===== config.mk =====
export PLATFORM = sky130hd
export DESIGN_NAME = wqe_dispatcher_flat
export DESIGN_NICKNAME = d
export VERILOG_FILES = /design/src/rtl/wqe_pkg.sv /design/src/rtl/wqe_dispatcher_if.sv /design/src/rtl/wqe_dispatcher.sv /design/src/flat_wrapper.sv
export SDC_FILE = /design/constraint.sdc
export NUM_CORES = 1
export LEC_CHECK = 0
export ABC_AREA = 1
export CAP_MARGIN = 20
export CORE_ASPECT_RATIO = 0.9
export CORE_MARGIN = 10
export CORE_UTILIZATION = 42
export CTS_BUF_LIST = sky130_fd_sc_hd__clkbuf_4
export DETAILED_ROUTE_END_ITERATION = 16
export PLACE_DENSITY = 0.75
export SYNTH_ARGS = -nofsm -noshare
export SYNTH_HDL_FRONTEND = slang
export SYNTH_SLANG_ARGS = --single-unit
export TNS_END_PERCENT = 50

===== constraint.sdc =====
create_clock -name clock -period 4.88 [get_ports clock]
set_clock_uncertainty 0.05 [all_clocks]
set_input_delay 0.488 -clock clock [delete_from_list [all_inputs] [get_ports clock]]
set_output_delay 0.488 -clock clock [all_outputs]
set_load 0.05 [all_outputs]

===== src/rtl/wqe_pkg.sv =====
// Shared definitions for the WQE dispatcher: WQE field layout, DCS register
// offsets and FSM state encoding.
package wqe_pkg;

    localparam int WQE_W     = 116;

    localparam int OPCODE_HI = 115;
    localparam int OPCODE_LO = 111;
    localparam int DNUM_HI   = 110;
    localparam int DNUM_LO   = 108;
    localparam int TID_HI    = 107;
    localparam int TID_LO    = 100;
    localparam int LEN0_LO   = 91;
    localparam int LEN_W     = 9;
    localparam int TADDR_HI  = 63;
    localparam int NUM_LEN   = 4;

    localparam logic [7:0] OFF_ADDR_LO = 8'h00;
    localparam logic [7:0] OFF_ADDR_HI = 8'h04;
    localparam logic [7:0] OFF_LEN     = 8'h08;
    localparam logic [7:0] OFF_CTRL    = 8'h18;

    typedef enum logic [2:0] {
        IDLE    = 3'd0,
        POP     = 3'd1,
        LOAD    = 3'd2,
        ADDR_LO = 3'd3,
        ADDR_HI = 3'd4,
        LEN     = 3'd5,
        CTRL    = 3'd6,
        DONE    = 3'd7
    } state_t;

endpackage


===== src/rtl/wqe_dispatcher_if.sv =====
// Work-FIFO pop port and AVMM write master bundled for the WQE dispatcher.
interface wqe_dispatcher_if;
    import wqe_pkg::*;

    logic             wqeEmpty;
    logic             wqePop;
    logic [WQE_W-1:0] wqeData;
    logic             dcsChipSelect;
    logic             dcsWrite;
    logic [7:0]       dcsAddress;
    logic [31:0]      dcsWriteData;
    logic [3:0]       dcsByteEnable;
    logic             dcsWaitRequest;

    modport master (
        input  wqeEmpty, wqeData, dcsWaitRequest,
        output wqePop, dcsChipSelect, dcsWrite, dcsAddress, dcsWriteData, dcsByteEnable
    );

    modport slave (
        output wqeEmpty, wqeData, dcsWaitRequest,
        input  wqePop, dcsChipSelect, dcsWrite, dcsAddress, dcsWriteData, dcsByteEnable
    );

endinterface


===== src/rtl/wqe_dispatcher.sv =====
// Pops WQEs from the work FIFO and replays them as AVMM register writes,
// doorbell last. Optional counters under `WQE_DISPATCH_STATS_EN.
module wqe_dispatcher
    import wqe_pkg::*;
#(
    parameter logic [7:0] DCS_BASE = 8'h00,
    parameter int         MAX_SEG  = 4
) (
    input  logic              clock,
    input  logic              reset,
    input  logic              enable,
    wqe_dispatcher_if.master  bus,
    output logic              busy,
    output logic              done,
    output logic [7:0]        doneTid,
    output logic              dropErr
`ifdef WQE_DISPATCH_STATS_EN
    ,
    output logic [15:0]       statDispatched,
    output logic [15:0]       statDropped
`endif
);

    localparam logic [2:0] MAX_SEG_N = 3'(MAX_SEG);

    state_t      state, nextState;
    logic [1:0]  segCnt, segNext;
    logic [4:0]  opcodeReg;
    logic [2:0]  dataNumReg;
    logic [7:0]  tidReg;
    logic [8:0]  lenReg [NUM_LEN];
    logic [63:0] tableAddrReg;

    logic [2:0]  rawNum;
    logic [2:0]  clampedNum;
    logic        dropNow;
    logic        ctrlAccept;
    logic        cs;
    logic [7:0]  addr;
    logic [31:0] wdata;

    assign rawNum     = bus.wqeData[DNUM_HI:DNUM_LO];
    assign clampedNum = (rawNum > MAX_SEG_N) ? MAX_SEG_N : rawNum;
    assign dropNow    = (state == LOAD) && (rawNum == 3'd0);
    assign ctrlAccept = (state == CTRL) && !bus.dcsWaitRequest;

    always_ff @(posedge clock or negedge reset) begin
        if (!reset) begin
            state   <= IDLE;
            segCnt  <= 2'd0;
            doneTid <= 8'd0;
            dropErr <= 1'b0;
        end else begin
            state   <= nextState;
            segCnt  <= segNext;
            dropErr <= dropNow;
            if (dropNow)
                doneTid <= bus.wqeData[TID_HI:TID_LO];
            else if (ctrlAccept)
                doneTid <= tidReg;
        end
    end

    // WQE payload only needs capturing; it is never observed outside write states.
    always_ff @(posedge clock) begin
        if (state == LOAD) begin
            opcodeReg    <= bus.wqeData[OPCODE_HI:OPCODE_LO];
            dataNumReg   <= clampedNum;
            tidReg       <= bus.wqeData[TID_HI:TID_LO];
            tableAddrReg <= bus.wqeData[TADDR_HI:0];
            for (int k = 0; k < NUM_LEN; k++)
                lenReg[k] <= bus.wqeData[LEN0_LO - LEN_W*k +: LEN_W];
        end
    end

    always_comb begin
        nextState = state;
        segNext   = segCnt;
        cs        = 1'b0;
        addr      = 8'd0;
        wdata     = 32'd0;
        case (state)
            IDLE:    if (enable && !bus.wqeEmpty) nextState = POP;
            POP:     nextState = LOAD;
            LOAD:    nextState = (rawNum == 3'd0) ? IDLE : ADDR_LO;
            ADDR_LO: begin
                cs    = 1'b1;
                addr  = DCS_BASE + OFF_ADDR_LO;
                wdata = tableAddrReg[31:0];
                if (!bus.dcsWaitRequest) nextState = ADDR_HI;
            end
            ADDR_HI: begin
                cs    = 1'b1;
                addr  = DCS_BASE + OFF_ADDR_HI;
                wdata = tableAddrReg[63:32];
                if (!bus.dcsWaitRequest) begin
                    nextState = LEN;
                    segNext   = 2'd0;
                end
            end
            LEN: begin
                cs    = 1'b1;
                addr  = DCS_BASE + OFF_LEN + {4'd0, segCnt, 2'b00};
                wdata = {23'd0, lenReg[segCnt]};
                if (!bus.dcsWaitRequest) begin
                    if ({1'b0, segCnt} == dataNumReg - 3'd1) begin
                        nextState = CTRL;
                        segNext   = 2'd0;
                    end else begin
                        segNext   = segCnt + 2'd1;
                    end
                end
            end
            CTRL: begin
                cs    = 1'b1;
                addr  = DCS_BASE + OFF_CTRL;
                wdata = {opcodeReg, dataNumReg, tidReg, 16'd0};
                if (!bus.dcsWaitRequest) nextState = DONE;
            end
            DONE:    nextState = IDLE;
            default: nextState = IDLE;
        endcase
    end

    assign busy              = (state != IDLE);
    assign done              = (state == DONE);
    assign bus.wqePop        = (state == POP);
    assign bus.dcsChipSelect = cs;
    assign bus.dcsWrite      = cs;
    assign bus.dcsAddress    = addr;
    assign bus.dcsWriteData  = wdata;
    assign bus.dcsByteEnable = 4'hf;

`ifdef WQE_DISPATCH_STATS_EN
    always_ff @(posedge clock or negedge reset) begin
        if (!reset) begin
            statDispatched <= 16'd0;
            statDropped    <= 16'd0;
        end else begin
            if (done)    statDispatched <= statDispatched + 16'd1;
            if (dropErr) statDropped    <= statDropped + 16'd1;
        end
    end
`endif

endmodule


===== src/flat_wrapper.sv =====
// flat-port wrapper written by rule: the top's interface ports become plain ports
module wqe_dispatcher_flat import wqe_pkg::*;
#(
    parameter logic [7:0] DCS_BASE = 8'h00,
    parameter int         MAX_SEG  = 4
)
  (clock, reset, enable, busy, done, doneTid, dropErr, bus_wqeEmpty, bus_wqeData, bus_dcsWaitRequest, bus_wqePop, bus_dcsChipSelect, bus_dcsWrite, bus_dcsAddress, bus_dcsWriteData, bus_dcsByteEnable);
  wqe_dispatcher_if bus_i ();
  input  logic clock;
  input  logic reset;
  input  logic enable;
  output logic busy;
  output logic done;
  output logic [7:0] doneTid;
  output logic dropErr;
  input wire logic [$bits(bus_i.wqeEmpty)-1:0] bus_wqeEmpty;
  input wire logic [$bits(bus_i.wqeData)-1:0] bus_wqeData;
  input wire logic [$bits(bus_i.dcsWaitRequest)-1:0] bus_dcsWaitRequest;
  output wire logic [$bits(bus_i.wqePop)-1:0] bus_wqePop;
  output wire logic [$bits(bus_i.dcsChipSelect)-1:0] bus_dcsChipSelect;
  output wire logic [$bits(bus_i.dcsWrite)-1:0] bus_dcsWrite;
  output wire logic [$bits(bus_i.dcsAddress)-1:0] bus_dcsAddress;
  output wire logic [$bits(bus_i.dcsWriteData)-1:0] bus_dcsWriteData;
  output wire logic [$bits(bus_i.dcsByteEnable)-1:0] bus_dcsByteEnable;
  assign bus_i.wqeEmpty = bus_wqeEmpty;
  assign bus_i.wqeData = bus_wqeData;
  assign bus_i.dcsWaitRequest = bus_dcsWaitRequest;
  assign bus_wqePop = bus_i.wqePop;
  assign bus_dcsChipSelect = bus_i.dcsChipSelect;
  assign bus_dcsWrite = bus_i.dcsWrite;
  assign bus_dcsAddress = bus_i.dcsAddress;
  assign bus_dcsWriteData = bus_i.dcsWriteData;
  assign bus_dcsByteEnable = bus_i.dcsByteEnable;
  wqe_dispatcher #(.DCS_BASE(DCS_BASE), .MAX_SEG(MAX_SEG)) u_core (.clock(clock), .reset(reset), .enable(enable), .bus(bus_i), .busy(busy), .done(done), .doneTid(doneTid), .dropErr(dropErr));
endmodule

## After elaboration in Yosys (flattened, before gate mapping)

Memories as Yosys holds them, arrays and structs flattened.
Index checks and enable logic that the tools add are counted.

- Flip-flop bits (word level): 94
- Latch bits: 0
- Bits in writable memories: 36
- Memory bits (read-only): 0
- Input port bits: 121
- Memories: 1

- $add $sub $neg: 3
- $mul: 0
- Div/mod/pow operators: 0
- Order comparisons: 1
- Eq/ne operators: 14
- Shift operators: 0
- Muxes and demuxes: 19
- Bitwise logic cells: 0
- Reduce and logical (&&, ||, !) cells: 13

Memories:

| memory | words | width | read ports | clocked after memory_dff | write ports | line | source |
|---|---|---|---|---|---|---|---|
| u_core.lenReg | 4 | 9 | 1 | 0 | 4 | wqe_dispatcher.sv:31 | `logic [8:0] lenReg [NUM_LEN];` |

Operators by type and width:

| cell | number |
|---|---|
| one-hot mux 32 bit (4 select lines) | 1 |
| one-hot mux 3 bit (8 select lines) | 1 |
| one-hot mux 8 bit (3 select lines) | 1 |
| two-way mux 3 bit | 6 |
| two-way mux 8 bit | 2 |
| == test 3 bit (second input constant) | 4 |
| two-way mux 2 bit | 4 |
| inequality test 2 bit (second input constant) | 4 |
| == test 3 x 2 -> 1 bit (second input constant) | 2 |
| logical NOT 3 bit | 2 |
| AND reduction 6 bit | 1 |
| adder 4 x 4 -> 5 bit (first input constant) | 1 |
| inequality test 2 x 1 -> 1 bit (second input constant) | 2 |
| one-hot mux 2 bit (2 select lines) | 1 |
| nonzero test 2 bit | 2 |
| OR reduction 4 bit | 1 |
| == test 2 x 3 -> 1 bit | 1 |
| == test 3 x 1 -> 1 bit (second input constant) | 1 |
| > comparator 3 bit (second input constant) | 1 |
| logical AND 1 bit | 3 |
| two-way mux 1 bit | 3 |
| AND reduction 3 bit | 1 |
| nonzero test 3 bit | 1 |
| subtractor 3 x 1 -> 3 bit (second input constant) | 1 |
| 2 further kinds | 3 |

## Depth between registers and ports, before layout

- Depth after elaboration: 5
- Mapped depth: 10

## Worst setup path after synthesis

OpenSTA, ideal clock, no wires.

- Kind: register to register
- Start point: reg u_core.state[0]
- End point: reg u_core.doneTid[0]
- Data arrival time: 4.749 ns
- Slack: -0.047 ns
- Cell stages (with the launch flop): 8
- Buffers on the path: 1
- Clock period less this slack: 4.927 ns
- Cell sequence: dfrtp_1 > buf_6 > inv_2 > nand2_4 > nor2_2 > nand3_1 > nand3_1 > nand3_1

- Word-level cells in the longest chain between the ends: 3

Ends and longest elaborated chain:

| what | line | source |
|---|---|---|
| start: declaration | wqe_dispatcher.sv:26 | `state_t state, nextState;` |
| start signal: assignment | wqe_dispatcher.sv:54 | `state <= nextState;` |
| == test 3 x 2 -> 1 bit or == test 3 bit (tied branches) | wqe_dispatcher.sv:44, wqe_dispatcher.sv:45 |  |
| logical AND 1 bit (on tied branches) | wqe_dispatcher.sv:44, wqe_dispatcher.sv:45 |  |
| two-way mux 8 bit or nonzero test 2 bit (tied branches) | - |  |
| end signal: assignment | wqe_dispatcher.sv:58 | `doneTid <= bus.wqeData[TID_HI:TID_LO];` |
| end signal: assignment | wqe_dispatcher.sv:60 | `doneTid <= tidReg;` |
| end: declaration | wqe_dispatcher.sv:15 | `output logic [7:0] doneTid,` |

Parallel ways exist; a longest one is shown, timed or not.
A chain may end at the register's enable or synchronous reset.

## Worst setup path after layout

- Start point: reg u_core.segCnt[0]
- End point: out bus_dcsAddress[2]

- Word-level cells in the longest chain between the ends: 2

Ends and longest elaborated chain:

| what | line | source |
|---|---|---|
| start: declaration | wqe_dispatcher.sv:27 | `logic [1:0] segCnt, segNext;` |
| start signal: assignment | wqe_dispatcher.sv:55 | `segCnt <= segNext;` |
| adder 4 x 4 -> 5 bit | wqe_dispatcher.sv:103 | `addr = DCS_BASE + OFF_LEN + {4'd0, segCnt, 2'b00};` |
| one-hot mux 8 bit (3 select lines) | wqe_dispatcher.sv:82 | `case (state)` |
| end: declaration | flat_wrapper.sv:22 | `output wire logic [$bits(bus_i.dcsAddress)-1:0] bus_dcsAddress;` |

No other way between the ends.

==> metrics.cfg <==
[worst_setup_path]
crit_type = reg2out
worstPathArrival_ns = 3.14
path_max_fanout = 22
cp_data_required_time_ns = 4.34
cp-start-kind = register
crit_path_end_kind = output port
reg2reg_depth = 7

[die]
die-width_um = 138
initial_core_util_pct = 43.2
dieArea_mm2 = 0.0174
ios = 179
rows = 38
core_mm2 = 0.0122
dieHeight_um = 126

[power_and_ir_drop]
power.density_mw_per_mm2 = 572
p_leak_uw = 0.00280
p_total_uw = 4230
ir_drop_v = 0.000281

[logic_synthesis]
ys_seq_elements = 130
synth_cell_types = 28
syn_area_per_cell_um2 = 11.9
netlist_area_mm2 = 0.00526
netlist_instances = 442
synth_warnings = 0
ys_seq_area_share_pct = 72.9

[final_layout]
drive_gt1_share_pct = 7.47
fin_nets = 738
area_growth_pct = 40.5

[routing]
wl_um = 13900
dr.pass1.iters = 5
drc = 0
postRouteAntennaNets = 0
vias_per_cell = 4.81
wl_per_cell_um = 17.5
vias = 3802
drt_iter0_drc = 259

[cts]
tritoncts = built
root_buffer = clkbuf_4
ctsHoldBuffers = 0
h-tree-depth = 4
post-cts-setup-buffers = 0
cts_sinks = 130
cts_buffer_depth = 2
path_clk_slew_ns = 0.11
ctsResizeCount = 0
cts_buffers = 17
clk_latency_ns = 0.51

[status]
outcome = completed

[sta]
timing_hold_violations_final = 0
period_minus_slack_ns = 3.68
slew_headroom_pct = 44.8
tightest_slew_ns = 0.828
tns_ns = 0
min_period_over_period_pct = 75.4
finalSetupViolations = 0
drv_slew = 0
rsz0062_at_grt = no
fmax_mhz = 272

[min_path]
hp-class = in2async

[global_routing]
grt-busiest-layer = met2
grt_pass1_vias = 3930
grt_max_degree = 66
grt_util_met1_pct = 18.1
antenna_found_initial = 2
grt.overflow.total = 0
grt_pass1_wl_um = 21500
use_met2_pct = 27.5
track_usage_pct = 16.1
met3_usage_pct = 5.92

[placed_design]
gp_congestion = 0.862
buffer_ports.inserted = 169
dp_hpwl_um = 10300

[flow_run]
cap_violations = 0

[area by class of cell]
class	instances	area [um2]
clock inverter	13	166
timing repair buffer	172	1730
clock buffer	19	143
antenna	2	5.00
multi-input combinational	275	1230
fill	1019	4780
tap	160	200
inverter	20	75.1
sequential	130	3830
[path summary, 6_finish.rpt]
kind | slack [ns] | to | startpoint
min in group clock | 0.45 | u_core.doneTid[6] | u_core.doneTid[6]
max reg2reg | 2.57 | u_core.doneTid[1] | u_core.state[0]
min | 0.30 | u_core.dropErr | reset
min reg2reg | 0.45 | u_core.doneTid[6] | u_core.doneTid[6]
max in group asynchronous | 4.08 | u_core.doneTid[2] | reset
max | 1.20 | bus_dcsAddress[2] | u_core.segCnt[0]
[synth_stat cells]
cell type  instances  area share (%)
a21oi_1            2            0.19
a21oi_2            1            0.17
a22o_1             7             1.2
buf_1              2            0.14
buf_2              7            0.67
buf_4             11             1.6
buf_6              1            0.21
clkbuf_1           3            0.21
conb_1             2            0.14
dfrtp_1           14             6.7
edfxtp_1         116              66
ha_1               1            0.24
inv_1             15             1.1
inv_2              5            0.36
nand2_1          178              13
nand2_2            1            0.12
nand2_4            1            0.21
nand3_1           39             3.7
nand3_2            1            0.19
nand4_1           11             1.3
nor2_1            11            0.78
nor2_2             3            0.36
nor2_4             2            0.43
nor3_4             1            0.31
o211ai_1           2            0.29
o21ai_0            3            0.29
or2_2              1            0.12
xnor2_1            1            0.17
[stage by stage]
step                cell area, um2  hold slack, ns  worst slack (ns)  std cells  util (%)
floorplan                     5290           0.142              1.53        449         -
global placement              7050           0.421              1.60        756      57.9
detailed placement            7080           0.428              1.69        757      58.2
CTS                           7390           0.296              1.09        789      60.7
global route                  7390           0.301             0.946        791      60.7
finish                        7390           0.296              1.20        791      60.7
[flip-flops by register name, summed over array words and instances, names as in the netlist]
name / flops
u_core.state: 3
u_core.dropErr: 1
u_core.tableAddrReg: 64
u_core.opcodeReg: 5
u_core.doneTid: 8
u_core.tidReg: 8
u_core.lenReg: 36
u_core.dataNumReg: 3
u_core.segCnt: 2
[routing by layer]
layer | part of all wire [%] | vias to the layer above | wire length [um]
met3 | 8.2 | 17 | 1140
met2 | 52 | 136 | 7220
met5 | 0 | - | 0
li1 | - | 1849 | -
met1 | 38 | 1800 | 5260
met4 | 1.7 | 0 | 242
[critical path, stage by stage (launching register included)]
cell             delay (ns)
dfrtp_1                0.86
inv_1                  0.58
o21ai_0                0.34
clkdlybuf4s50_1        0.85
[kinds of logic after synthesis]
group / share of synthesized area, %
xor gates and xnor gates: 0.167
buffers and inverters: 4.23
adders and majority gates: 0.238
DFF: 72.9
AOI/OAI and AO/OA: 2.09
and+or+nand+nor: 20.2
other: 0.143
[layout by cell type, fill, tap and decap left out, drive strengths merged, types with 4 or more instances in the layout]
| cell | n |
|---|---|
| nand2 | 180 |
| clkdlybuf4s50 | 169 |
| edfxtp | 116 |
| nand3 | 40 |
| inv | 20 |
| clkbuf | 19 |
| nor2 | 16 |
| dfrtp | 14 |
| nand4 | 11 |
| conb | 9 |
| clkinv | 8 |
| a22o | 7 |
| bufinv | 4 |
[power by group]
group	leakage, uW	internal [uW]	switching, uW
clock	0.000166	409	376
combinational	0.00139	553	1210
sequential	0.00125	1540	138
No activity file was read; power rests on OpenSTA's default activity.
